**src/rtl/seg_leds_pkg.sv**
```systemverilog
// Shared op codes, segment table and id-width helper for the seg_leds_ctrl display block.
package seg_leds_pkg;

  typedef enum logic [1:0] {
    OP_RAW   = 2'd0,
    OP_HEX   = 2'd1,
    OP_READ  = 2'd2,
    OP_BLINK = 2'd3
  } op_e;

  // Active-high patterns, bit order gfedcba.
  localparam logic [6:0] SEG_LUT [16] = '{
    7'h3F, 7'h06, 7'h5B, 7'h4F, 7'h66, 7'h6D, 7'h7D, 7'h07,
    7'h7F, 7'h6F, 7'h77, 7'h7C, 7'h39, 7'h5E, 7'h79, 7'h71
  };

  function automatic int unsigned id_w(input int unsigned n);
    return $clog2(n + 2);
  endfunction

endpackage

```
**src/rtl/seg_leds_ctrl_if.sv**
```systemverilog
// Request/response bundle for seg_leds_ctrl: start/done handshake plus id, op and data.
interface seg_leds_ctrl_if #(
  parameter int unsigned ID_W  = 3,
  parameter int unsigned VAL_W = 10
) ();
  logic             start_port;
  logic [ID_W-1:0]  id;
  logic [1:0]       op;
  logic [VAL_W-1:0] val;
  logic             done_port;
  logic [VAL_W-1:0] rdata;

  modport master (output start_port, id, op, val, input done_port, rdata);
  modport slave  (input start_port, id, op, val, output done_port, rdata);
endinterface

```
**src/rtl/hex7seg_dec.sv**
```systemverilog
// Combinational nibble to seven-segment (gfedcba) decoder with optional active-low output.
module hex7seg_dec
  import seg_leds_pkg::*;
#(
  parameter bit ACT_LOW = 1'b1
) (
  input  logic [3:0] i_nib,
  output logic [6:0] o_seg
);
  always_comb begin
    o_seg = ACT_LOW ? ~SEG_LUT[i_nib] : SEG_LUT[i_nib];
  end
endmodule

```
**src/rtl/seg_leds_ctrl.sv**
```systemverilog
// Seven-segment and LED bank controller with start/done handshake and register readback.
// Optional blink support (mask, prescaler, phase) enabled by macro SEG_LEDS_BLINK_EN.
module seg_leds_ctrl
  import seg_leds_pkg::*;
#(
  parameter int unsigned N_HEX       = 4,
  parameter int unsigned LEDR_W      = 10,
  parameter int unsigned LEDG_W      = 8,
  parameter int unsigned VAL_W       = 10,
  parameter bit          SEG_ACT_LOW = 1'b1,
  parameter int unsigned BLINK_DIV   = 25000000
) (
  input  logic                 clock,
  input  logic                 reset,
  seg_leds_ctrl_if.slave       bus,
  output logic [7*N_HEX-1:0]   HEX,
  output logic [LEDR_W-1:0]    LEDR,
  output logic [LEDG_W-1:0]    LEDG
);
  localparam int unsigned     ID_W    = id_w(N_HEX);
  localparam logic [ID_W-1:0] ID_LEDR = ID_W'(N_HEX);
  localparam logic [ID_W-1:0] ID_LEDG = ID_W'(N_HEX + 1);
  localparam logic [6:0]      SEG_BLANK = SEG_ACT_LOW ? 7'h7F : 7'h00;

  logic [6:0]        r_hex [N_HEX];
  logic [LEDR_W-1:0] r_ledr;
  logic [LEDG_W-1:0] r_ledg;
  logic              r_done;
  logic [VAL_W-1:0]  r_rdata;

  logic [6:0]        w_dec;
  logic [6:0]        w_seg_wr;
  logic              w_in_range;
  logic              w_is_write;
  logic [VAL_W-1:0]  w_rd;
  logic [N_HEX+1:0]  w_blank;

  hex7seg_dec #(
    .ACT_LOW (SEG_ACT_LOW)
  ) u_dec (
    .i_nib (bus.val[3:0]),
    .o_seg (w_dec)
  );

  assign w_in_range = (bus.id <= ID_LEDG);
  assign w_is_write = bus.start_port && ((bus.op == OP_RAW) || (bus.op == OP_HEX));
  assign w_seg_wr   = (bus.op == OP_HEX) ? w_dec : bus.val[6:0];

`ifdef SEG_LEDS_BLINK_EN
  localparam int unsigned PW = (BLINK_DIV > 2) ? $clog2(BLINK_DIV) : 1;

  logic [N_HEX+1:0] r_mask;
  logic [PW-1:0]    r_presc;
  logic             r_phase;

  // Free-running: mask updates never disturb prescaler or phase.
  always_ff @(posedge clock) begin
    if (reset) begin
      r_mask  <= '0;
      r_presc <= '0;
      r_phase <= 1'b1;
    end else begin
      if (r_presc == PW'(BLINK_DIV - 1)) begin
        r_presc <= '0;
        r_phase <= ~r_phase;
      end else begin
        r_presc <= r_presc + 1'b1;
      end
      if (bus.start_port && (bus.op == OP_BLINK) && w_in_range) begin
        r_mask[bus.id] <= bus.val[0];
      end
    end
  end

  assign w_blank = r_mask & {(N_HEX + 2){~r_phase}};
`else
  assign w_blank = '0;
`endif

  always_comb begin
    w_rd = '0;
    for (int k = 0; k < N_HEX; k++) begin
      if (bus.id == ID_W'(k)) w_rd = VAL_W'(r_hex[k]);
    end
    if (bus.id == ID_LEDR) w_rd = VAL_W'(r_ledr);
    if (bus.id == ID_LEDG) w_rd = VAL_W'(r_ledg);
`ifdef SEG_LEDS_BLINK_EN
    if (w_in_range) w_rd[VAL_W-1] = r_mask[bus.id];
`endif
  end

  always_ff @(posedge clock) begin
    if (reset) begin
      r_done  <= 1'b0;
      r_rdata <= '0;
      r_ledr  <= '0;
      r_ledg  <= '0;
      for (int k = 0; k < N_HEX; k++) r_hex[k] <= '0;
    end else begin
      r_done  <= bus.start_port;
      r_rdata <= (bus.start_port && (bus.op == OP_READ)) ? w_rd : '0;
      if (w_is_write) begin
        for (int k = 0; k < N_HEX; k++) begin
          if (bus.id == ID_W'(k)) r_hex[k] <= w_seg_wr;
        end
        if (bus.id == ID_LEDR) r_ledr <= bus.val[LEDR_W-1:0];
        if (bus.id == ID_LEDG) r_ledg <= bus.val[LEDG_W-1:0];
      end
    end
  end

  assign bus.done_port = r_done;
  assign bus.rdata     = r_rdata;

  always_comb begin
    HEX = '0;
    for (int k = 0; k < N_HEX; k++) begin
      HEX[7*k +: 7] = w_blank[k] ? SEG_BLANK : r_hex[k];
    end
    LEDR = w_blank[N_HEX]     ? '0 : r_ledr;
    LEDG = w_blank[N_HEX + 1] ? '0 : r_ledg;
  end

endmodule
```
**src/flat_wrapper.sv**
```systemverilog
// flat-port wrapper written by rule: the top's interface ports become plain ports
module seg_leds_ctrl_flat import seg_leds_pkg::*;
#(
  parameter int unsigned N_HEX       = 4,
  parameter int unsigned LEDR_W      = 10,
  parameter int unsigned LEDG_W      = 8,
  parameter int unsigned VAL_W       = 10,
  parameter bit          SEG_ACT_LOW = 1'b1,
  parameter int unsigned BLINK_DIV   = 25000000
)
  (clock, reset, HEX, LEDR, LEDG, bus_start_port, bus_id, bus_op, bus_val, bus_done_port, bus_rdata);
  seg_leds_ctrl_if #(.VAL_W(VAL_W)) bus_i ();
  input  logic clock;
  input  logic reset;
  output logic [7*N_HEX-1:0] HEX;
  output logic [LEDR_W-1:0] LEDR;
  output logic [LEDG_W-1:0] LEDG;
  input wire logic [$bits(bus_i.start_port)-1:0] bus_start_port;
  input wire logic [$bits(bus_i.id)-1:0] bus_id;
  input wire logic [$bits(bus_i.op)-1:0] bus_op;
  input wire logic [$bits(bus_i.val)-1:0] bus_val;
  output wire logic [$bits(bus_i.done_port)-1:0] bus_done_port;
  output wire logic [$bits(bus_i.rdata)-1:0] bus_rdata;
  assign bus_i.start_port = bus_start_port;
  assign bus_i.id = bus_id;
  assign bus_i.op = bus_op;
  assign bus_i.val = bus_val;
  assign bus_done_port = bus_i.done_port;
  assign bus_rdata = bus_i.rdata;
  seg_leds_ctrl #(.N_HEX(N_HEX), .LEDR_W(LEDR_W), .LEDG_W(LEDG_W), .VAL_W(VAL_W), .SEG_ACT_LOW(SEG_ACT_LOW), .BLINK_DIV(BLINK_DIV)) u_core (.clock(clock), .reset(reset), .bus(bus_i), .HEX(HEX), .LEDR(LEDR), .LEDG(LEDG));
endmodule
```
**config.mk**
```make
export PLATFORM = sky130hd
export DESIGN_NAME = seg_leds_ctrl_flat
export DESIGN_NICKNAME = d
export VERILOG_FILES = /design/src/rtl/seg_leds_pkg.sv /design/src/rtl/seg_leds_ctrl_if.sv /design/src/rtl/hex7seg_dec.sv /design/src/rtl/seg_leds_ctrl.sv /design/src/flat_wrapper.sv
export SDC_FILE = /design/constraint.sdc
export NUM_CORES = 1
export LEC_CHECK = 0
export CELL_PAD_IN_SITES_DETAIL_PLACEMENT = 1
export CELL_PAD_IN_SITES_GLOBAL_PLACEMENT = 1
export CORE_MARGIN = 3
export CORE_UTILIZATION = 40
export CTS_CLUSTER_DIAMETER = 50
export CTS_CLUSTER_SIZE = 10
export DETAILED_ROUTE_END_ITERATION = 10
export GPL_ROUTABILITY_DRIVEN = 0
export HOLD_SLACK_MARGIN = 0.02
export PLACE_DENSITY_LB_ADDON = 0.1
export SLEW_MARGIN = 5
export SYNTH_ARGS = -nofsm -noshare
export SYNTH_HDL_FRONTEND = slang
export SYNTH_HIERARCHICAL = 1
export SYNTH_SLANG_ARGS = --single-unit
```
**constraint.sdc**
```tcl
create_clock -name clock -period 3.7 [get_ports clock]
set_input_delay 0.74 -clock clock [delete_from_list [all_inputs] [get_ports clock]]
set_output_delay 0.74 -clock clock [all_outputs]
set_load 0.005 [all_outputs]
```
==> impl_metrics.csv <==
group,metric,value,unit
outcome,outcome,"complete, no violations",
grt,grt_util_met1,0.3156,
power,p_sw,0.3926,mW
place,port_buffers,74,
power,intPower,1.088,mW
critical_path,required,3.78,ns
clock_tree,numCtsBuffers,9,
cells_and_area,diodes,0,
sta,setup_violations,0,
cells_and_area,area_growth,34.92,%
synth,yosys.area.top_type,"edfxtp_1",
power,sw_frac_of_total,0.2652,
critical_path,worst-r2r-setup-slack,2.53,ns
synth,ys.flop_type,"dfxtp_1",
clock_tree,cts_tree,"built",
synth,ys_seq_elements,57,
clock_tree,cts_num_sinks,57,
clock_tree,cts_root_buffer,"clkbuf_8",
grt,grtUsageMet3,0.04653,
clock_tree,cts.clk_slew.worst_paths,0.07,ns
flow_run,maxCapViolations,0,
place,hpwl,6345,µm
floorplanning,die_area,8027,µm²
floorplanning,pin_count,75,
clock_tree,clk_latency,0.34,ns
drt,via_count,2396,
drt,via_per_inst,5.508,
critical_path,cp-end-kind,"flop",
critical_path,rr_startpoint,"u_core/r_hex[0][6]$_SDFFCE_PN0P_",
grt,use_met2,0.3590,
sta,worstMarginPinSlew,0.6824,ns
grt,antenna_found_initial,0,
sta,rsz0062_at_grt,"false",
grt,grt_overflow,0,
floorplanning,dieHeight,89.60,µm
drt,dr.pass1.iters,5,
sta,fmax,361.4,MHz
critical_path,r2r_cells,3,
min_path,min_from,"u_core/LEDR[9]$_SDFFE_PP0P_",
power,power_density,392.5,nW/µm²
power,p_comb_frac,0.133,
clock_tree,htree_levels,3,
power,max-vdd-ir-drop,0.2036,mV
clock_tree,post_cts_resize_count,0,
floorplanning,start_util,0.4256,
min_path,holdPathStages,1,
synth,synth_top_area_frac,0.3008,
grt,track_usage,0.2279,
floorplanning,rows,29,
sta,setup_tns,0,ns
critical_path,crit_fanout,8,
synth,seq_area_frac_synth,0.5085,
power,power_frac_seq,0.474,
clock_tree,cts.hold.buffers_added,0,
grt,grt_pass1_wl,13190,µm
synth,synth_area,2795,µm²
min_path,hold_path.class,"flop to flop",
synth,synth_nets,289,
cells_and_area,final_cell_mix,"clkdlybuf4s50_1, nor2_1, dfxtp_1",
drt,ant_nets,0,
floorplanning,fp.coreArea,6568,µm²
sta,period_share,0.7479,
clock_tree,post_cts_buffers,0,
synth,synth_cell_types,43,
drt,routed_wl,8695,µm
drt,drtIter0Drc,187,
grt,grt_max_degree,26,
floorplanning,fp.dieW,89.60,µm
place,placed_cells,419,
sta,fin_skew,0.007268,ns
sta,hold_viol,0,
cells_and_area,drive_gt1_frac,0.09942,
power,finalPower,1.480,mW
synth,synth_edf_count,28,
clock_tree,cts_buffer_depth,2,
synth,async_flop_share,0,
grt,grt_pass1_vias,2347,
min_path,hold_path_end,"u_core/bus.rdata[9]$_SDFF_PP0_",
synth,synth_warnings,6,
cells_and_area,fin_nets,361,
cells_and_area,layout_commonest_cell,"clkdlybuf4s50_1",
critical_path,crit_type,"input pin to flop",
sta,min_period,2.767,ns
synth,syn_area_per_cell,10.55,µm²
cells_and_area,stdcell_count,435,
critical_path,worst-endpoint-arrival,2.85,ns
power,p_leak,1.408,nW
grt,grt_busiest_layer,"met2",
synth,syn_inst,265,
critical_path,worst_setup_path_start_kind,"input pin",
drt,wl_per_cell,19.99,µm
sta,slew_headroom,0.5450,
synth,synth_area_leaders,"edfxtp_1, dfxtp_1, mux2i_1, nor2_1, a21oi_1",
critical_path,r2r_end,"u_core/bus.rdata[6]$_SDFF_PP0_",
power,clockPowerShare,0.393,
drt,drc_errors,0,
sta,slew_violations,0,
## metrics by stage
step	setup slack [ns]	util	hold WS (ns)	cell area, µm²
2_1_floorplan	1.559	-	0.4710	2795
3_3_place_gp	0.7028	0.5447	0.4576	3577
3_5_place_dp	0.5907	0.5447	0.4763	3577
4_1_cts	0.9428	0.5742	0.4935	3771
5_1_grt	0.8049	0.5742	0.5047	3771
6_report	0.9327	0.5742	0.4916	3771
## logic make-up after synthesis
group	count (synthesis)	synth area share
mux	27	0.1025
simple gates	87	0.1688
fa+ha+maj	6	0.02686
buf+inv	28	0.05505
compound gates	60	0.1383
flops	57	0.5085
## state kept, by name, summed over array words and instances (netlist names)
signal and flops:
u_core/bus.done_port 1, u_core/LEDG 8, u_core/r_hex 28, u_core/LEDR 10, u_core/bus.rdata 10
## how the worst max path moves through the flow
stage               slack [ns]       start  cells past startpoint                          endpoint
CTS                       0.94  bus_val[1]                      7  u_core/r_hex[2][3]$_SDFFCE_PN0P_
global route              0.80  bus_val[1]                      7  u_core/r_hex[2][3]$_SDFFCE_PN0P_
global placement          0.70  bus_val[0]                      7  u_core/r_hex[3][3]$_SDFFCE_PN0P_
floorplan                 1.56  bus_val[0]                      6  u_core/r_hex[0][3]$_SDFFCE_PN0P_
detailed placement        0.59  bus_val[1]                      7  u_core/r_hex[2][3]$_SDFFCE_PN0P_
finish                    0.93  bus_val[1]                      7  u_core/r_hex[2][3]$_SDFFCE_PN0P_
## final cells by class
class,count,area [µm²]
clock buffers,9,123.9
clock inverters,7,70.07
fillers,714,2796
inverters,9,33.78
multi-input cells,180,1220
flip-flops and latches,57,1421
well taps,93,116.4
repair buffers,80,785.8
## cell usage after synthesis (all sizes together) (6+ instances only)
library cell,instances
buf,15
ha,6
edfxtp,28
dfxtp,29
mux2i,26
o21ai,19
nor2b,7
nand2,7
nand3,19
nor2,39
a21oi,18
inv,9
## routing by layer
layer | routed length, µm | share of wire
met1 | 3860 | 0.44
met2 | 4216 | 0.48
met3 | 509 | 0.059
met4 | 109 | 0.013
met5 | 0 | 0
## power groups by stage
stage / logic (mW) / registers (mW) / clock network (mW)
global route: 0.212 / 0.704 / 0.622
CTS: 0.197 / 0.702 / 0.587
floorplan: 0.0953 / 0.712 / 0
global placement: 0.192 / 0.715 / 0
detailed placement: 0.195 / 0.716 / 0
finish: 0.196 / 0.702 / 0.582
## worst max-delay path: stages
cell and delay [ns]:
clkdlybuf4s50_1 0.64, inv_1 0.16, ha_1 0.31, inv_1 0.05
mux4_1 0.49, mux2i_1 0.37, nor2_1 0.09
(Power assumes the default switching activity.)
==> RTL change 1: new RTL, config.mk and constraints unchanged <==
The option `SEG_LEDS_BLINK_EN` is turned on by a define.
--- a/src/rtl/seg_leds_ctrl.sv
+++ b/src/rtl/seg_leds_ctrl.sv
@@ -1,5 +1,7 @@
 // Seven-segment and LED bank controller with start/done handshake and register readback.
 // Optional blink support (mask, prescaler, phase) enabled by macro SEG_LEDS_BLINK_EN.
+`define SEG_LEDS_BLINK_EN
+
 module seg_leds_ctrl
   import seg_leds_pkg::*;
 #(
Function: changed (Yosys sat finds a counterexample within 4 cycles, from zero or initial values and one cycle with reset high).
==> RTL change 1 against the unedited design <==
Cell count up 60%. Non-clock buffer count down 1. Design area up 48%. Worst setup slack better by 0.036 ns. Total power up 42%. Routed wire length up 43%. Critical path type unchanged. Combinational power up 12%. Synthesized area up 62%. Largest cell class is now multi-input gates. Sequential cell count up 32.
==> RTL change 1: results <==
[run_status]
outcome = "finished, final reports clean"

[grt]
grt_pass1_vias = 3894
grt_pass1_wl_um = 20190
grt_max_degree = 29
grt_antenna_before_repair = 0
grt_util_all_layers_pct = 20.00

[pwr]
p_leak_nw = 1.999
p_int_mw = 1.607
irDropWorstVdd_mv = 0.2449

[placed_design]
detailedPlacementHpwl_um = 9432
dp.cells = 682
placed_area_mm2 = 0.005316
place_ws_ns = 0.6312

[synthesis]
synth.area.top_cells = "dfxtp_1 27%, edfxtp_1 19%, mux2i_1 6.0%, nor2_1 5.7%, nand2b_1 5.0%"
synthDistinctLibCells = 47
synth_edf_count = 28
ys_async_sr_fraction_pct = 0
yosys_warnings = 6
synthTopCellsByCount = "68 x nor2_1, 61 x dfxtp_1, 40 x a21oi_1, 39 x nand2_1, 36 x nand2b_1"
ys_seq_area_share_pct = 45.68
syn_avg_cell_area_um2 = 9.194
synthesis.nets = 516

[timing]
clock_skew_ns = 0.005422
tightest_slew_ns = 0.9794

[route]
firstDrtPassIters = 4
via_per_inst = 5.410
num_vias = 3776
wire_per_inst_um = 17.80
dr.first_iter.drc_count = 170

[clock_network]
root_buffer = "clkbuf_16"
cts.htree.levels = 3
clk_path_buf_depth = 2
cts_buffers = 9
clk_pin_slew_worst_paths_ns = 0.06
clk_latency_ns = 0.34

[critical_path]
worstPathArrival_ns = 2.81
path_max_fanout = 14
reg2regPathDepth = 4

[final_layout]
final_layout_size_suffix_gt1_share_pct = 4.839
top_regs = "u_core/r_hex: 28 flops, u_core/r_presc: 25 flops"
diodes = 0
final_nets = 578
fill_cells = 1277

[worst_hold_path]
whs_path_depth = 2
hp-class = "reg -> reg"
RTL change 1: changes by cell type in the layout (fill, tap and decap cells not counted), moves of 8 or more:
| cell | before | now |
|---|---|---|
| nand2b_1 | 3 | 36 |
| nand3_1 | 18 | 32 |
| nand2_1 | 4 | 39 |
| a21oi_1 | 18 | 40 |
| dfxtp_1 | 29 | 61 |
| xor2_1 | 0 | 10 |
| clkbuf_8 | 9 | 1 |
| nor2_1 | 38 | 68 |
| clkbuf_16 | 0 | 9 |
| and2_1 | 2 | 23 |
RTL change 1: worst paths after layout:
path	startpoint	end	slack (ns)
worst min-delay path	u_core/r_ledr[9]	u_core/r_ledr[9]	0.46
worst max-delay path	bus_val[0]	u_core/r_hex[1][3]	0.97
worst max register to register	u_core/r_presc[2]	u_core/r_presc[5]	1.40
worst min register to register	u_core/r_ledr[9]	u_core/r_ledr[9]	0.46
RTL change 1: area by class of cell:
class / instances / share of cell area, %
clock inverters: 6 / 0.6044
clock buffers: 10 / 4.276
flip-flops and latches: 89 / 36.89
inverters: 4 / 0.2686
well taps: 140 / 3.134
repair buffers: 79 / 13.92
multi-input cells: 370 / 40.90
RTL change 1: kinds of logic after synthesis:
| kind of cell | synth area share, % |
|---|---|
| simple gates | 28.60 |
| buf+inv | 3.686 |
| compound gates | 8.841 |
| xor+xnor | 2.522 |
| fa+ha+maj | 1.940 |
| flops | 45.68 |
| mux | 8.731 |
RTL change 1: power by group through the flow:
| stage | Clock (mW) | Combinational (mW) | Sequential (mW) |
|---|---|---|---|
| finish | 0.834 | 0.219 | 1.05 |
| global route | 0.897 | 0.239 | 1.05 |
| CTS | 0.858 | 0.222 | 1.05 |
| detailed placement | 0 | 0.221 | 1.07 |
| global placement | 0 | 0.218 | 1.07 |
| floorplan | 0 | 0.120 | 1.06 |
RTL change 1: critical path, stage by stage:
cell and delay [ns]:
clkdlybuf4s50_1 0.80, inv_1 0.19, ha_1 0.35, nand2_1 0.06
a21oi_1 0.16, a31oi_1 0.07, mux2i_1 0.34, nor2_1 0.10
RTL change 1: per-stage QoR:
stage	util, %	hold WS [ns]
floorplan	-	0.4317
CTS	51.11	0.4693
global route	51.11	0.4973
detailed placement	48.62	0.4606
finish	51.11	0.4642
global placement	48.62	0.4371
RTL change 1: layer usage:
layer / routed length [um] / global-route usage (%)
met1: 5365 / 24.35
met2: 6445 / 35.64
met3: 386 / 3.989
met4: 229 / 6.090
met5: 0 / 0
==> RTL change 2: new RTL, same settings <==
Made on the original files. Put a register stage on the output `LEDG`, with the module's reset. The value now appears one clock later. The other outputs are not delayed to match.
--- a/src/rtl/seg_leds_ctrl.sv
+++ b/src/rtl/seg_leds_ctrl.sv
@@ -21,6 +21,8 @@
   localparam logic [ID_W-1:0] ID_LEDR = ID_W'(N_HEX);
   localparam logic [ID_W-1:0] ID_LEDG = ID_W'(N_HEX + 1);
   localparam logic [6:0]      SEG_BLANK = SEG_ACT_LOW ? 7'h7F : 7'h00;
+
+  logic [LEDG_W-1:0] LEDG_d;
 
   logic [6:0]        r_hex [N_HEX];
   logic [LEDR_W-1:0] r_ledr;
@@ -118,7 +120,15 @@
       HEX[7*k +: 7] = w_blank[k] ? SEG_BLANK : r_hex[k];
     end
     LEDR = w_blank[N_HEX]     ? '0 : r_ledr;
-    LEDG = w_blank[N_HEX + 1] ? '0 : r_ledg;
+    LEDG_d = w_blank[N_HEX + 1] ? '0 : r_ledg;
+  end
+
+  always_ff @(posedge clock) begin
+    if (reset) begin
+      LEDG <= '0;
+    end else begin
+      LEDG <= LEDG_d;
+    end
   end
 
 endmodule
Formal check against the unedited RTL: not equivalent (a bounded check fails within 4 cycles, from zero or initial values and one cycle with reset high).
==> RTL change 2 against the unedited design <==
Sequential cell count rose by 8. Design area rose by 5.0%. Synthesized area rose by 6.8%. Routed wire length rose by 9.1%. Synthesized cell count rose by 6.0%. Total power rose by 4.7%. Worst setup slack got worse by 0.0044 ns. Largest cell class unchanged. Largest power group unchanged.
==> RTL change 2: results <==
[run_status]
outcome = "finished, final reports clean"

[final_layout]
final_nets = 378
nClkBuffers = 11
clk_share_pct = 4.485
signal_buffers = 81
multi_input_gates = 188
seq_share_pct = 39.92
seq_area_mm2 = 0.001582
diodes = 0
final_layout_size_suffix_gt1_share_pct = 7.799
multi_input_area_mm2 = 0.001255
largest_register = "u_core/r_hex"
nonClkBufAreaFrac_pct = 20.03
fill_cells = 781

[critical_path]
path_max_fanout = 8
slowest_delay_ns = 0.71
crit_family = "buffers and inverters"
worstPathArrival_ns = 2.83
worstSetupStartpoint = "bus_val[0]"

[pwr]
p_clk_mw = 0.560
p_leak_nw = 1.487
p_per_area_mw_per_mm2 = 391.2
p_sw_mw = 0.3802
powerComb_mw = 0.201
irDropWorstVdd_mv = 0.2210

[grt]
grt_max_degree = 25
grt_pass1_vias = 2557
grt_pass1_wl_um = 14870
grt_util_all_layers_pct = 22.81

[timing]
clock_skew_ns = 0.007321
slew_headroom_pct = 54.24

[synthesis]
synth.area.mux_share_pct = 9.594
synth_fa_ha_area_share_pct = 2.514
synth.area.top_cells = "edfxtp_1 28%, dfxtp_1 25%, mux2i_1 8.7%, nor2_1 4.8%, nor2b_1 3.1%"
ys_seq_area_share_pct = 52.95
synthDistinctLibCells = 42
syn_avg_cell_area_um2 = 10.63
synth_compound_area_share_pct = 12.95
synthTopCellsByCount = "38 x nor2_1, 37 x dfxtp_1, 28 x edfxtp_1, 26 x mux2i_1"

[route]
firstDrtPassIters = 4
wire_per_inst_um = 20.85
routed_wl_um = 9486
dr.first_iter.drc_count = 196
num_vias = 2518

[placed_design]
dp.cells = 439
detailedPlacementHpwl_um = 6906
placed_area_mm2 = 0.003784
place_ws_ns = 0.6246

[clock_network]
cts.sinks = 65
clk_latency_ns = 0.33

[worst_hold_path]
hold_start = "u_core/LEDR[8]"
==> RTL change 2: cell count changes in the layout (fill, tap and decap cells not counted), sizes merged <==
| cell | before | now |
|---|---|---|
| inv | 10 | 9 |
| clkinvlp | 3 | 0 |
| nor2b | 7 | 15 |
| dfxtp | 29 | 37 |
| buf | 6 | 7 |
| clkbuf | 9 | 11 |
| clkinv | 2 | 4 |
| nor4bb | 0 | 1 |
| and4bb | 2 | 1 |
==> RTL change 2: worst paths after layout <==
check / to / slack (ns) / cells past startpoint
setup reg to reg: u_core/bus.rdata[6] / 2.49 / 3
hold reg to reg: u_core/bus.rdata[8] / 0.49 / 1
hold / removal: u_core/bus.rdata[8] / 0.49 / 1
setup / recovery: u_core/r_hex[1][1] / 0.93 / 8
==> RTL change 2: per-layer routing <==
layer	routed length, um	track usage (%)	up-vias
li1	-	-	1152
met1	4264	32.55	1276
met2	4607	35.11	81
met3	513	4.062	9
met4	102	7.054	0
met5	0	0	-
